==> src/rtl/mem_arbiter_if.sv <==
// Requester-side and memory-side signals of the shared data-memory arbiter.
// The slave modport is the arbiter's view; master is the environment's view.
interface mem_arbiter_if #(
   parameter int unsigned NUM_REQ = 4
);
   logic [NUM_REQ-1:0]   req;
   logic [NUM_REQ-1:0]   we;
   logic [NUM_REQ-1:0]   lock;
   logic [NUM_REQ*8-1:0] addr;
   logic [NUM_REQ*8-1:0] wdata;
   logic [NUM_REQ-1:0]   gnt;
   logic [NUM_REQ-1:0]   done;
   logic [7:0]           rdata;
   logic                 mem_read_enable;
   logic                 mem_write_enable;
   logic [7:0]           mem_address;
   logic [7:0]           mem_data;
   logic [7:0]           mem_out;

   modport slave (
      input  req, we, lock, addr, wdata, mem_out,
      output gnt, done, rdata, mem_read_enable, mem_write_enable, mem_address, mem_data
   );

   modport master (
      output req, we, lock, addr, wdata, mem_out,
      input  gnt, done, rdata, mem_read_enable, mem_write_enable, mem_address, mem_data
   );
endinterface

==> src/rtl/mem_arbiter.sv <==
// Round-robin arbiter with burst-limited lock, sharing one data-memory port.
// Each transfer runs IDLE -> ACCESS -> WAIT (MEM_LATENCY cycles) -> DONE.
module mem_arbiter #(
   parameter int unsigned NUM_REQ     = 4,
   parameter int unsigned MEM_LATENCY = 1,
   parameter int unsigned MAX_BURST   = 4
) (
   input logic          clk,
   input logic          reset,
   mem_arbiter_if.slave bus
);
   localparam int unsigned IW = $clog2(NUM_REQ);
   localparam int unsigned CW = IW + 1;
   localparam int unsigned BW = $clog2(MAX_BURST + 1);
   localparam logic [CW-1:0] NumReqW   = CW'(NUM_REQ);
   localparam logic [BW-1:0] MaxBurstW = BW'(MAX_BURST);
   localparam logic [3:0]    LatW      = 4'(MEM_LATENCY);

   localparam logic [1:0] StIdle   = 2'd0;
   localparam logic [1:0] StAccess = 2'd1;
   localparam logic [1:0] StWait   = 2'd2;
   localparam logic [1:0] StDone   = 2'd3;

   logic [1:0]         state_q, state_d;
   logic [IW-1:0]      rr_last_q, rr_last_d;
   logic [IW-1:0]      win_q, win_d;
   logic               we_q, we_d;
   logic [7:0]         addr_q, addr_d;
   logic [7:0]         wdata_q, wdata_d;
   logic [NUM_REQ-1:0] gnt_q, gnt_d;
   logic [7:0]         rdata_q, rdata_d;
   logic [3:0]         cnt_q, cnt_d;
   logic [BW-1:0]      burst_q, burst_d;
   logic               lock_valid_q, lock_valid_d;
   logic [IW-1:0]      lock_owner_q, lock_owner_d;

   logic               rr_found;
   logic [IW-1:0]      rr_idx;
   logic [CW-1:0]      cand;
   logic               pick_valid;
   logic [IW-1:0]      pick_idx;

   // Scan from rr_last+1 upward, wrapping at NUM_REQ (which need not be a power of two).
   always_comb begin
      rr_found = 1'b0;
      rr_idx   = '0;
      cand     = '0;
      for (int unsigned k = 1; k <= NUM_REQ; k++) begin
         cand = CW'(rr_last_q) + CW'(k);
         if (cand >= NumReqW) cand = cand - NumReqW;
         if (!rr_found && bus.req[cand[IW-1:0]]) begin
            rr_found = 1'b1;
            rr_idx   = cand[IW-1:0];
         end
      end
   end

   always_comb begin
      state_d      = state_q;
      rr_last_d    = rr_last_q;
      win_d        = win_q;
      we_d         = we_q;
      addr_d       = addr_q;
      wdata_d      = wdata_q;
      gnt_d        = gnt_q;
      rdata_d      = rdata_q;
      cnt_d        = cnt_q;
      burst_d      = burst_q;
      lock_valid_d = lock_valid_q;
      lock_owner_d = lock_owner_q;
      pick_valid   = 1'b0;
      pick_idx     = '0;

      case (state_q)
         StIdle: begin
            // burst_q counts every grant of the current streak, including the first one.
            if (lock_valid_q && bus.req[lock_owner_q] && (burst_q < MaxBurstW)) begin
               pick_valid = 1'b1;
               pick_idx   = lock_owner_q;
               burst_d    = burst_q + BW'(1);
            end else begin
               lock_valid_d = 1'b0;
               burst_d      = '0;
               if (rr_found) begin
                  pick_valid = 1'b1;
                  pick_idx   = rr_idx;
                  burst_d    = BW'(1);
               end
            end
            if (pick_valid) begin
               win_d     = pick_idx;
               we_d      = bus.we[pick_idx];
               addr_d    = bus.addr[{pick_idx, 3'b000} +: 8];
               wdata_d   = bus.wdata[{pick_idx, 3'b000} +: 8];
               gnt_d     = NUM_REQ'(1) << pick_idx;
               rr_last_d = pick_idx;
               state_d   = StAccess;
            end else begin
               gnt_d = '0;
            end
         end
         StAccess: begin
            cnt_d   = LatW;
            state_d = (MEM_LATENCY > 0) ? StWait : StDone;
         end
         StWait: begin
            if (cnt_q <= 4'd1) begin
               state_d = StDone;
            end else begin
               cnt_d = cnt_q - 4'd1;
            end
         end
         StDone: begin
            if (!we_q) rdata_d = bus.mem_out;
            lock_valid_d = bus.lock[win_q];
            lock_owner_d = win_q;
            gnt_d        = '0;
            state_d      = StIdle;
         end
         default: state_d = StIdle;
      endcase
   end

   always_ff @(posedge clk) begin
      if (reset) begin
         state_q      <= StIdle;
         rr_last_q    <= IW'(NUM_REQ - 1);
         win_q        <= '0;
         we_q         <= 1'b0;
         addr_q       <= '0;
         wdata_q      <= '0;
         gnt_q        <= '0;
         rdata_q      <= '0;
         cnt_q        <= '0;
         burst_q      <= '0;
         lock_valid_q <= 1'b0;
         lock_owner_q <= '0;
      end else begin
         state_q      <= state_d;
         rr_last_q    <= rr_last_d;
         win_q        <= win_d;
         we_q         <= we_d;
         addr_q       <= addr_d;
         wdata_q      <= wdata_d;
         gnt_q        <= gnt_d;
         rdata_q      <= rdata_d;
         cnt_q        <= cnt_d;
         burst_q      <= burst_d;
         lock_valid_q <= lock_valid_d;
         lock_owner_q <= lock_owner_d;
      end
   end

   assign bus.gnt              = gnt_q;
   assign bus.done             = (state_q == StDone) ? (NUM_REQ'(1) << win_q) : '0;
   assign bus.rdata            = rdata_q;
   assign bus.mem_read_enable  = (state_q == StAccess) && !we_q;
   assign bus.mem_write_enable = (state_q == StAccess) && we_q;
   assign bus.mem_address      = addr_q;
   assign bus.mem_data         = wdata_q;
endmodule

==> src/flat_wrapper.sv <==
// flat-port wrapper written by rule: the top's interface ports become plain ports
module mem_arbiter_flat 
#(
   parameter int unsigned NUM_REQ     = 4,
   parameter int unsigned MEM_LATENCY = 1,
   parameter int unsigned MAX_BURST   = 4
)
  (clk, reset, bus_req, bus_we, bus_lock, bus_addr, bus_wdata, bus_mem_out, bus_gnt, bus_done, bus_rdata, bus_mem_read_enable, bus_mem_write_enable, bus_mem_address, bus_mem_data);
  mem_arbiter_if #(.NUM_REQ(NUM_REQ)) bus_i ();
  input logic clk;
  input logic reset;
  input wire logic [$bits(bus_i.req)-1:0] bus_req;
  input wire logic [$bits(bus_i.we)-1:0] bus_we;
  input wire logic [$bits(bus_i.lock)-1:0] bus_lock;
  input wire logic [$bits(bus_i.addr)-1:0] bus_addr;
  input wire logic [$bits(bus_i.wdata)-1:0] bus_wdata;
  input wire logic [$bits(bus_i.mem_out)-1:0] bus_mem_out;
  output wire logic [$bits(bus_i.gnt)-1:0] bus_gnt;
  output wire logic [$bits(bus_i.done)-1:0] bus_done;
  output wire logic [$bits(bus_i.rdata)-1:0] bus_rdata;
  output wire logic [$bits(bus_i.mem_read_enable)-1:0] bus_mem_read_enable;
  output wire logic [$bits(bus_i.mem_write_enable)-1:0] bus_mem_write_enable;
  output wire logic [$bits(bus_i.mem_address)-1:0] bus_mem_address;
  output wire logic [$bits(bus_i.mem_data)-1:0] bus_mem_data;
  assign bus_i.req = bus_req;
  assign bus_i.we = bus_we;
  assign bus_i.lock = bus_lock;
  assign bus_i.addr = bus_addr;
  assign bus_i.wdata = bus_wdata;
  assign bus_i.mem_out = bus_mem_out;
  assign bus_gnt = bus_i.gnt;
  assign bus_done = bus_i.done;
  assign bus_rdata = bus_i.rdata;
  assign bus_mem_read_enable = bus_i.mem_read_enable;
  assign bus_mem_write_enable = bus_i.mem_write_enable;
  assign bus_mem_address = bus_i.mem_address;
  assign bus_mem_data = bus_i.mem_data;
  mem_arbiter #(.NUM_REQ(NUM_REQ), .MEM_LATENCY(MEM_LATENCY), .MAX_BURST(MAX_BURST)) u_core (.clk(clk), .reset(reset), .bus(bus_i));
endmodule
==> config.mk <==
export PLATFORM = sky130hd
export DESIGN_NAME = mem_arbiter_flat
export DESIGN_NICKNAME = d
export VERILOG_FILES = /design/src/rtl/mem_arbiter_if.sv /design/src/rtl/mem_arbiter.sv /design/src/flat_wrapper.sv
export SDC_FILE = /design/constraint.sdc
export NUM_CORES = 1
export LEC_CHECK = 0
export BUFFER_PORTS_ARGS = -buffer_cell sky130_fd_sc_hd__buf_2
export CAP_MARGIN = 20
export CORE_MARGIN = 2
export CORE_UTILIZATION = 35
export CTS_CLUSTER_DIAMETER = 80
export DETAILED_ROUTE_END_ITERATION = 16
export HOLD_SLACK_MARGIN = 0.03
export SYNTH_ARGS = -nofsm -noshare
export SYNTH_HDL_FRONTEND = slang
export SYNTH_SLANG_ARGS = --single-unit
==> constraint.sdc <==
create_clock -name clk -period 4.35 [get_ports clk]
set_clock_uncertainty 0.15 [all_clocks]
set_input_delay 0.2175 -clock clk [delete_from_list [all_inputs] [get_ports clk]]
set_output_delay 0.2175 -clock clk [all_outputs]
set_load 0.005 [all_outputs]
==> results.sh <==
export IMPL_max_cap_violations=0
export IMPL_via_per_inst=5.18
export IMPL_antenna_found_initial=0
export IMPL_power_density_nw_per_um2=594
export IMPL_cp_max_fo=36
export IMPL_grt_pass1_wl_um=12400
export IMPL_dp_cells=496
export IMPL_route_detailed_drc=0
export IMPL_critPathSlowestCell="a2111oi_0"
export IMPL_drt_first_pass_iters=4
export IMPL_postCtsSetupBuffers=0
export IMPL_gp_congestion=0.809
export IMPL_die_w_um=92.0
export IMPL_r2r_setup_slack_ns=0.91
export IMPL_setup_viol=0
export IMPL_sw_frac_of_total_pct=45.4
export IMPL_min_period_ns=3.44
export IMPL_slew_headroom_pct=30.0
export IMPL_initial_core_util_pct=35.6
export IMPL_reg2reg_to="u_core.bus.mem_address[6]$_SDFFE_PP0P_"
export IMPL_synth_edff_count=0
export IMPL_power_frac_comb_pct=55.3
export IMPL_wl_um=7490
export IMPL_final_nets=502
export IMPL_antenna_cells=0
export IMPL_root_buffer="clkbuf_8"
export IMPL_grt_pass1_vias=2616
export IMPL_stdcell_count=512
export IMPL_yosysSeqAreaShare_pct=33.3
export IMPL_cts_inserted_buffers=5
export IMPL_fin_setup_tns_ns=0
export IMPL_htree_levels=2
export IMPL_coreArea_um2=7610
export IMPL_hpwlAfterDp_um=5210
export IMPL_layout_commonest_cell="buf_2"
export IMPL_drv_slew=0
export IMPL_clock_power_share_pct=13.6
export IMPL_cts_sinks=45
export IMPL_synthCells=297
export IMPL_rr_startpoint="u_core.burst_q[2]$_SDFFE_PP0P_"
export IMPL_p_int_mw=1.13
export IMPL_synth_avg_cell_area_um2=9.12
export IMPL_clk_insertion_delay_late_ns=0.31
export IMPL_synth_cell_types=48
export IMPL_hold_viol_final=0
export IMPL_area_delta_synth_final_pct=28.6
export IMPL_dieArea_um2=8460
export IMPL_worstHoldEndpoint="u_core.bus.mem_address[2]$_SDFFE_PP0P_"
export IMPL_grt_max_degree=46
export IMPL_drtIter0Drc=116
export IMPL_crit_chain="or3b_1, o22ai_2, nand3b_1, nand2_2, a2111oi_0, a2111oi_2"
export IMPL_peakVddDrop_mv=0.240
export IMPL_wire_per_inst_um=14.6
export IMPL_die_h_um=92.0
export IMPL_cp_arrival_ns=3.44
export IMPL_syn_nets=390
export IMPL_required_ns=4.35
export IMPL_async_flop_share_pct=0
export IMPL_postLayoutCoreUtil_pct=45.8
export IMPL_cts_tree="done"
export IMPL_fin_crit_sh_pct=79.1
export IMPL_grt_setup_unrepaired="no"
export IMPL_num_vias=2650
export IMPL_rows=32
export IMPL_ys_ff_latch=45
export IMPL_io_pins=120
export IMPL_status="completed"
export IMPL_clkSlewWorstSetupHoldPaths_ns=0.09
export IMPL_yosys_warnings=0
export IMPL_critPathMaxStageDelay_ns=0.81
export IMPL_critical_path_buf_inv_count=0
export IMPL_post_route_cells_drive_above_1_share_pct=37.6
export IMPL_grt_overflow=0
export IMPL_worstHoldStart="bus_addr[10]"
export IMPL_p_seq_share_pct=31.1
export IMPL_io_buffers=119
export IMPL_start_kind="flop"
export IMPL_cts_buffer_depth=2
export IMPL_worstMarginPinSlew_ns=1.05
export IMPL_switching_power_mw=0.939
export IMPL_power_leakage_nw=1.59
export IMPL_netlist_area_um2=2710
export IMPL_final_cell_mix="buf_2 (119), dfxtp_1 (45), nor2_1 (41)"
export IMPL_crit_path_end_kind="flop"
export IMPL_critical_path_class="flop to flop"
export IMPL_reg2reg_depth=6
export IMPL_max_freq_mhz=291
export IMPL_ys_flop_type="dfxtp_1"
export IMPL_postRouteAntennaNets=0
export IMPL_worstHoldPathCells=3
export IMPL_hp_class="input pin to flop"
export IMPL_critical_path_top_delay_family="simple AND/OR/NAND/NOR gates"
export IMPL_grt_total_usage_pct=18.1
[power by group through the flow]
stage	clock, mW	combinational [mW]	sequential [mW]
4_1_cts	0.286	1.16	0.644
5_1_grt	0.306	1.28	0.665
3_3_place_gp	0	1.13	0.651
2_1_floorplan	0	0.915	0.621
6_report	0.281	1.14	0.643
3_5_place_dp	0	1.15	0.651
[cell type report]
cell class / count / area [um^2]
timing repair buffer: 128 / 683
clock buffer: 5 / 68.8
fill: 775 / 4130
tap: 102 / 128
multi-input combinational: 224 / 1660
sequential: 45 / 901
clock inverter: 3 / 26.3
inverter: 5 / 18.8
[per-layer routing]
metal,part of all wire [%],vias up,wire (um),track usage (%)
met5,0,-,0,0
met4,2.2,0,165,6.34
met3,5.2,14,387,3.70
met2,48,81,3580,30.5
met1,45,1224,3360,23.1
li1,-,1331,-,-
[kinds of logic (layout without fill, tap and decap cells)]
family	after synthesis	count (layout)	synth area share, %
AND/OR/NAND/NOR	115	115	21.7
AO/OA/AOI/OAI	66	66	22.4
flip-flops	45	45	33.3
multiplexers	36	36	13.8
buffers and inverters	28	141	5.59
adder cells (fa/ha/maj)	7	7	3.23
[cell usage after synthesis (2+ instances only)]
| library cell | n | share of area [%] |
|---|---|---|
| nor3_1 | 2 | 0.37 |
| nor2b_1 | 3 | 0.69 |
| a2111oi_2 | 16 | 8.9 |
| nand2b_1 | 5 | 1.2 |
| nand2_1 | 20 | 2.8 |
| ha_1 | 7 | 3.2 |
| inv_1 | 5 | 0.69 |
| a2111oi_0 | 17 | 5.5 |
| a21oi_1 | 18 | 3.3 |
| nor2_1 | 41 | 5.7 |
| or3b_1 | 2 | 0.65 |
| clkbuf_1 | 11 | 1.5 |
| nand3b_1 | 3 | 0.83 |
| buf_1 | 2 | 0.28 |
| and2_1 | 3 | 0.69 |
| and3_1 | 18 | 4.2 |
| mux2i_1 | 34 | 13 |
| dfxtp_1 | 45 | 33 |
| nand3_1 | 5 | 0.92 |
| or3_1 | 5 | 1.2 |
| buf_2 | 4 | 0.74 |
| buf_6 | 5 | 2.1 |
[worst max path at each step]
stage | start | to | slack [ns] | cells past startpoint
2_1_floorplan | u_core.rr_last_q[1]$_SDFFE_PP1P_ | u_core.bus.mem_address[7]$_SDFFE_PP0P_ | 1.91 | 8
3_3_place_gp | u_core.lock_valid_q$_SDFFE_PP0P_ | u_core.bus.mem_data[5]$_SDFFE_PP0P_ | 1.11 | 6
3_5_place_dp | u_core.lock_valid_q$_SDFFE_PP0P_ | u_core.bus.mem_data[1]$_SDFFE_PP0P_ | 1.01 | 6
4_1_cts | u_core.lock_valid_q$_SDFFE_PP0P_ | u_core.bus.mem_address[6]$_SDFFE_PP0P_ | 0.93 | 6
5_1_grt | u_core.lock_valid_q$_SDFFE_PP0P_ | u_core.bus.mem_address[4]$_SDFFE_PP0P_ | 0.66 | 6
6_report | u_core.burst_q[2]$_SDFFE_PP0P_ | u_core.bus.mem_address[6]$_SDFFE_PP0P_ | 0.91 | 6
[flip-flops by register name, indices dropped and copies added, names as in the netlist, 2 cells and up]
name / cells
u_core.bus.mem_address: 8
u_core.bus.mem_data: 8
u_core.bus.rdata: 8
u_core.bus.gnt: 4
u_core.cnt_q: 4
u_core.burst_q: 3
u_core.lock_owner_q: 2
u_core.rr_last_q: 2
u_core.state_q: 2
u_core.win_q: 2
[tightest hold or removal path: cells and delay by family]
family / cells / cell delay, ns
multiplexers: 1 / 0.11
buffers and inverters: 1 / 0.10
AO/OA/AOI/OAI: 1 / 0.09
[stage by stage]
step	hold WS, ns	area [um^2]	worst slack (ns)	total power [mW]
global route	0.102	3480	0.657	2.25
floorplan	0.215	2710	1.91	1.54
detailed placement	0.303	3310	1.01	1.80
finish	0.101	3480	0.908	2.07
CTS	0.0962	3480	0.935	2.09
global placement	0.301	3310	1.11	1.78
[repair_timing]
item	4_1_cts	5_1_grt
hold buffers	8	0
resized for setup	0	0
hold endpoints to repair	8	0
(Power assumes the default switching activity.)
